**src/rtl/riscv_mem_arbiter.sv**
```systemverilog
// Two-to-one round-robin arbiter merging instruction and data requests onto one
// memory port; a source-tag FIFO routes in-order responses back to their port.
module riscv_mem_arbiter #(
  parameter int REQ_SZ   = 67,
  parameter int RESP_SZ  = 35,
  parameter int MAX_OUTS = 4
) (
  input  logic               clk,
  input  logic               reset,

  input  logic [REQ_SZ-1:0]  imemreq_msg,
  input  logic               imemreq_val,
  output logic               imemreq_rdy,
  output logic [RESP_SZ-1:0] imemresp_msg,
  output logic               imemresp_val,

  input  logic [REQ_SZ-1:0]  dmemreq_msg,
  input  logic               dmemreq_val,
  output logic               dmemreq_rdy,
  output logic [RESP_SZ-1:0] dmemresp_msg,
  output logic               dmemresp_val,

  output logic [REQ_SZ-1:0]  memreq_msg,
  output logic               memreq_val,
  input  logic               memreq_rdy,
  input  logic [RESP_SZ-1:0] memresp_msg,
  input  logic               memresp_val,

  output logic               err
);

  localparam int PW = $clog2(MAX_OUTS);
  localparam logic [PW:0] FULL_CNT = (PW+1)'(MAX_OUTS);

  logic [MAX_OUTS-1:0] tags;
  logic [PW-1:0]       head;
  logic [PW-1:0]       tail;
  logic [PW:0]         count;
  logic                last_grant;
  logic                err_q;

  logic full;
  logic empty;
  logic grant_d;
  logic grant_i;
  logic fire;
  logic pop;
  logic head_tag;

  assign full  = (count == FULL_CNT);
  assign empty = (count == '0);

  // Round-robin: on contention the port not served last wins.
  assign grant_d = dmemreq_val & (~imemreq_val | (last_grant == 1'b0));
  assign grant_i = imemreq_val & ~grant_d;

  assign memreq_val  = (imemreq_val | dmemreq_val) & ~full;
  assign memreq_msg  = grant_i ? imemreq_msg : dmemreq_msg;
  assign imemreq_rdy = grant_i & memreq_rdy & ~full;
  assign dmemreq_rdy = grant_d & memreq_rdy & ~full;

  assign fire     = memreq_val & memreq_rdy;
  assign pop      = memresp_val & ~empty;
  assign head_tag = tags[head];

  assign imemresp_msg = memresp_msg;
  assign dmemresp_msg = memresp_msg;
  assign imemresp_val = pop & (head_tag == 1'b0);
  assign dmemresp_val = pop & (head_tag == 1'b1);
  assign err          = err_q;

  // Tag storage needs no reset: entries are only read while count is non-zero.
  always_ff @(posedge clk) begin
    if (fire) begin
      tags[tail] <= grant_d;
    end
  end

  always_ff @(posedge clk) begin
    if (reset) begin
      head       <= '0;
      tail       <= '0;
      count      <= '0;
      last_grant <= 1'b1;
      err_q      <= 1'b0;
    end else begin
      if (fire) begin
        tail       <= tail + 1'b1;
        last_grant <= grant_d;
      end
      if (pop) begin
        head <= head + 1'b1;
      end
      case ({fire, pop})
        2'b10:   count <= count + 1'b1;
        2'b01:   count <= count - 1'b1;
        default: count <= count;
      endcase
      if (memresp_val & empty) begin
        err_q <= 1'b1;
      end
    end
  end

endmodule
```
**config.mk**
```make
export PLATFORM = sky130hd
export DESIGN_NAME = riscv_mem_arbiter
export DESIGN_NICKNAME = d
export VERILOG_FILES = /design/src/rtl/riscv_mem_arbiter.sv
export SDC_FILE = /design/constraint.sdc
export NUM_CORES = 1
export LEC_CHECK = 0
export ABC_AREA = 1
export BUFFER_PORTS_ARGS = -buffer_cell sky130_fd_sc_hd__buf_2
export CAP_MARGIN = 10
export CORE_AREA = 2 2 124 126
export CTS_CLUSTER_SIZE = 20
export DETAILED_ROUTE_END_ITERATION = 6
export DIE_AREA = 0 0 126 128
export GPL_TIMING_DRIVEN = 0
export PLACE_DENSITY_LB_ADDON = 0.25
export SLEW_MARGIN = 0
export SYNTH_ARGS = -nofsm -noshare
export SYNTH_HDL_FRONTEND = slang
export SYNTH_SLANG_ARGS = --single-unit
```
**constraint.sdc**
```tcl
create_clock -name clk -period 2.2 [get_ports clk]
set_input_delay 0.44 -clock clk [delete_from_list [all_inputs] [get_ports clk]]
set_output_delay 0.44 -clock clk [all_outputs]
set_load 0.05 [all_outputs]
```
==> impl_metrics.ini <==
[outcome]
status = completed

[timing]
layout_setup_ws_ns = 0.1101
relSlewSlack_pct = 69.80
finalSetupViolCount = 0
period_share_pct = 95.00
timing.setup.tns_ns = 0
slew_viol_final = 0
finalClockSkew_ns = 0.004059
tightest_slew_ns = 0.4530
finalHoldViolations = 0
timing.fmax_mhz = 478.5
period_minus_slack_ns = 2.090
fin_hold_ws_ns = 0.4215
rsz0062_at_grt = no

[synthesis]
syn_area_sq_mm = 0.002217
ys_types = 19
seq_area_frac_synth_pct = 13.54
avgSynthCellArea_sq_um = 5.670
synthTopCellsByArea = nand2_1, buf_4, nand3_1, dfxtp_1, edfxtp_1
synth-seq-cells = 13
synth_top_cell_by_area = nand2_1
syn_inst = 391
yosysWarnings = 0
yosysTopAreaCellShare_pct = 26.41
syn_nets = 572

[placement]
dp_hpwl_mm = 8.668
gp_congestion = 0.7660
pre_cts_ws_ns = 0.02420
port_buffers = 281
placedInstanceArea_sq_mm = 0.003859

[clock_tree]
clk_latency_ns = 0.24
root_buffer = clkbuf_16
clk_pin_slew_ns = 0.04
cts.path.max_buffers = 2
cts_tree = built
htree_num_levels = 1
clkSinkCount = 13
cts_made_buffers = 3

[worst_hold_path]
hold_path_depth = 2
hold_end = head[1]
min_from = reset
hold_class = primary input to flop

[final_layout]
diodes = 0
area_delta_synth_final_pct = 77.65
nNetsFinal = 857
drive_gt1_share_pct = 55.70
final_area_sq_mm = 0.003939

[floorplan]
fp-row-count = 45
fp.dieW_um = 126
die_h_um = 128
core_area_sq_mm = 0.01486
ioPinCount = 318
die_area_sq_mm = 0.01613
start_util_pct = 14.92

[power_and_ir_drop]
p_leak_nw = 2.527
powerDensity_mw_per_mm2 = 600.1
finalPower_mw = 2.364
peakVddDrop_v = 0.0002356

[setup_path]
reg2reg_slack_ns = 0.31
reg2reg_depth = 12
cp.arrival_ns = 1.65
criticalPathCategory = primary input to output port
r2r-end = count[2]
start_kind = primary input
critPathCaptureType = output port
critPathRequiredTime_ns = 1.76
path_max_fanout = 10
reg2reg_from = count[0]

[detailed_routing]
vias = 3226
first_iter_violations = 145
first_pass_iters = 4
wl_per_cell_um = 11.57
wl_mm = 9.982
ant_nets = 0
routed_via_density = 3.738
drc = 0

[global_routing]
grt_usage_pct = 10.93
grt_max_degree = 11
antenna_found_initial = 0
grt.overflow.total = 0
first_global_vias = 2844
grt_pass1_wl_mm = 14.48

[flow_run]
drv_cap = 0
## placed cells by master (no fill, tap or decap)
| cell type | instances |
|---|---|
| a21oi_1 | 6 |
| fa_1 | 1 |
| dfxtp_1 | 9 |
| nand3_2 | 1 |
| clkbuf_16 | 3 |
| ha_1 | 5 |
| nand2_4 | 1 |
| nand2_2 | 2 |
| edfxtp_1 | 4 |
| and2_1 | 1 |
| o211ai_1 | 1 |
| buf_2 | 291 |
| nand3_1 | 71 |
| clkbuf_4 | 2 |
| nor2_1 | 17 |
| buf_4 | 71 |
| clkbuf_1 | 4 |
| buf_6 | 4 |
| nand2_1 | 156 |
| o21ai_0 | 3 |
| clkbuf_2 | 1 |
| inv_1 | 21 |
## flip-flops by register name, summed over array words and instances (netlist names)
register    flops
last_grant      1
tail            2
tags            4
head            2
err             1
count           3
## how the worst max path moves through the flow
stage	slack [ns]	to	from	cells past startpoint
final	0.11	memreq_msg[38]	imemreq_val	9
after global routing	0.01	imemreq_rdy	last_grant	6
after CTS	0.02	memreq_msg[34]	imemreq_val	7
after detailed placement	0.02	memreq_msg[34]	imemreq_val	7
after global placement	0.02	memreq_msg[27]	imemreq_val	7
after floorplan	0.15	imemreq_rdy	imemreq_val	6
## cell families after synthesis
family,synth area share [%]
adder cells (fa/ha/maj),3.725
buffers and inverters,33.24
flip-flops,13.54
AND/OR/NAND/NOR,47.12
AO/OA/AOI/OAI,2.370
## Yosys cell counts
master,number
and2_1,1
dfxtp_1,9
nor2_1,17
fa_1,1
nand3_2,1
a21oi_1,6
o211ai_1,1
o21ai_0,3
nand2_2,2
edfxtp_1,4
clkbuf_1,4
nand2_1,156
nand3_1,71
inv_1,21
nand2_4,1
buf_6,4
buf_2,13
ha_1,5
buf_4,71
## repair_timing
| action | CTS | global route |
|---|---|---|
| endpoints found under the hold margin | 0 | 0 |
| hold buffers | 0 | 0 |
| buffers inserted | 0 | 0 |
| endpoints found under the setup margin | 0 | 14 |
| resized for setup | 0 | 4 |
## power by group
group          internal, mW  switching, mW  total [mW]
registers             0.301         0.0340       0.335
clock network         0.244         0.0976       0.342
logic                 0.479           1.21        1.69
## per-stage QoR
step                utilization (%)  std cells
global route                  26.50        863
finish                        26.50        863
CTS                           26.49        864
floorplan                         -        391
global placement              25.96        860
detailed placement            25.96        860
## cell type report
| cell class | count | area (sq um) |
|---|---|---|
| inverters | 21 | 78.83 |
| repair buffers | 281 | 1411 |
| plain buffers | 91 | 654.4 |
| multi-input cells | 265 | 1180 |
| well taps | 188 | 235.2 |
| clock buffers | 4 | 78.83 |
| flip-flops and latches | 13 | 300.3 |
| fillers | 1731 | 10930 |
## critical path, stage by stage
cell	delay [ns]
buf_4	0.14
nand2_2	0.08
nand2_4	0.09
nand2_2	0.15
buf_6	0.17
buf_6	0.15
nand2_1	0.09
nand2_1	0.06
buf_2	0.26
## layer usage
layer / global-route usage [%] / part of all wire [%] / vias up
met1: 13.81 / 41 / 1349
li1: - / - / 1722
met2: 19.96 / 51 / 150
met4: 1.357 / 0.41 / 0
met5: 0 / 0 / -
met3: 1.920 / 8.1 / 5
(Power assumes the default switching activity.)
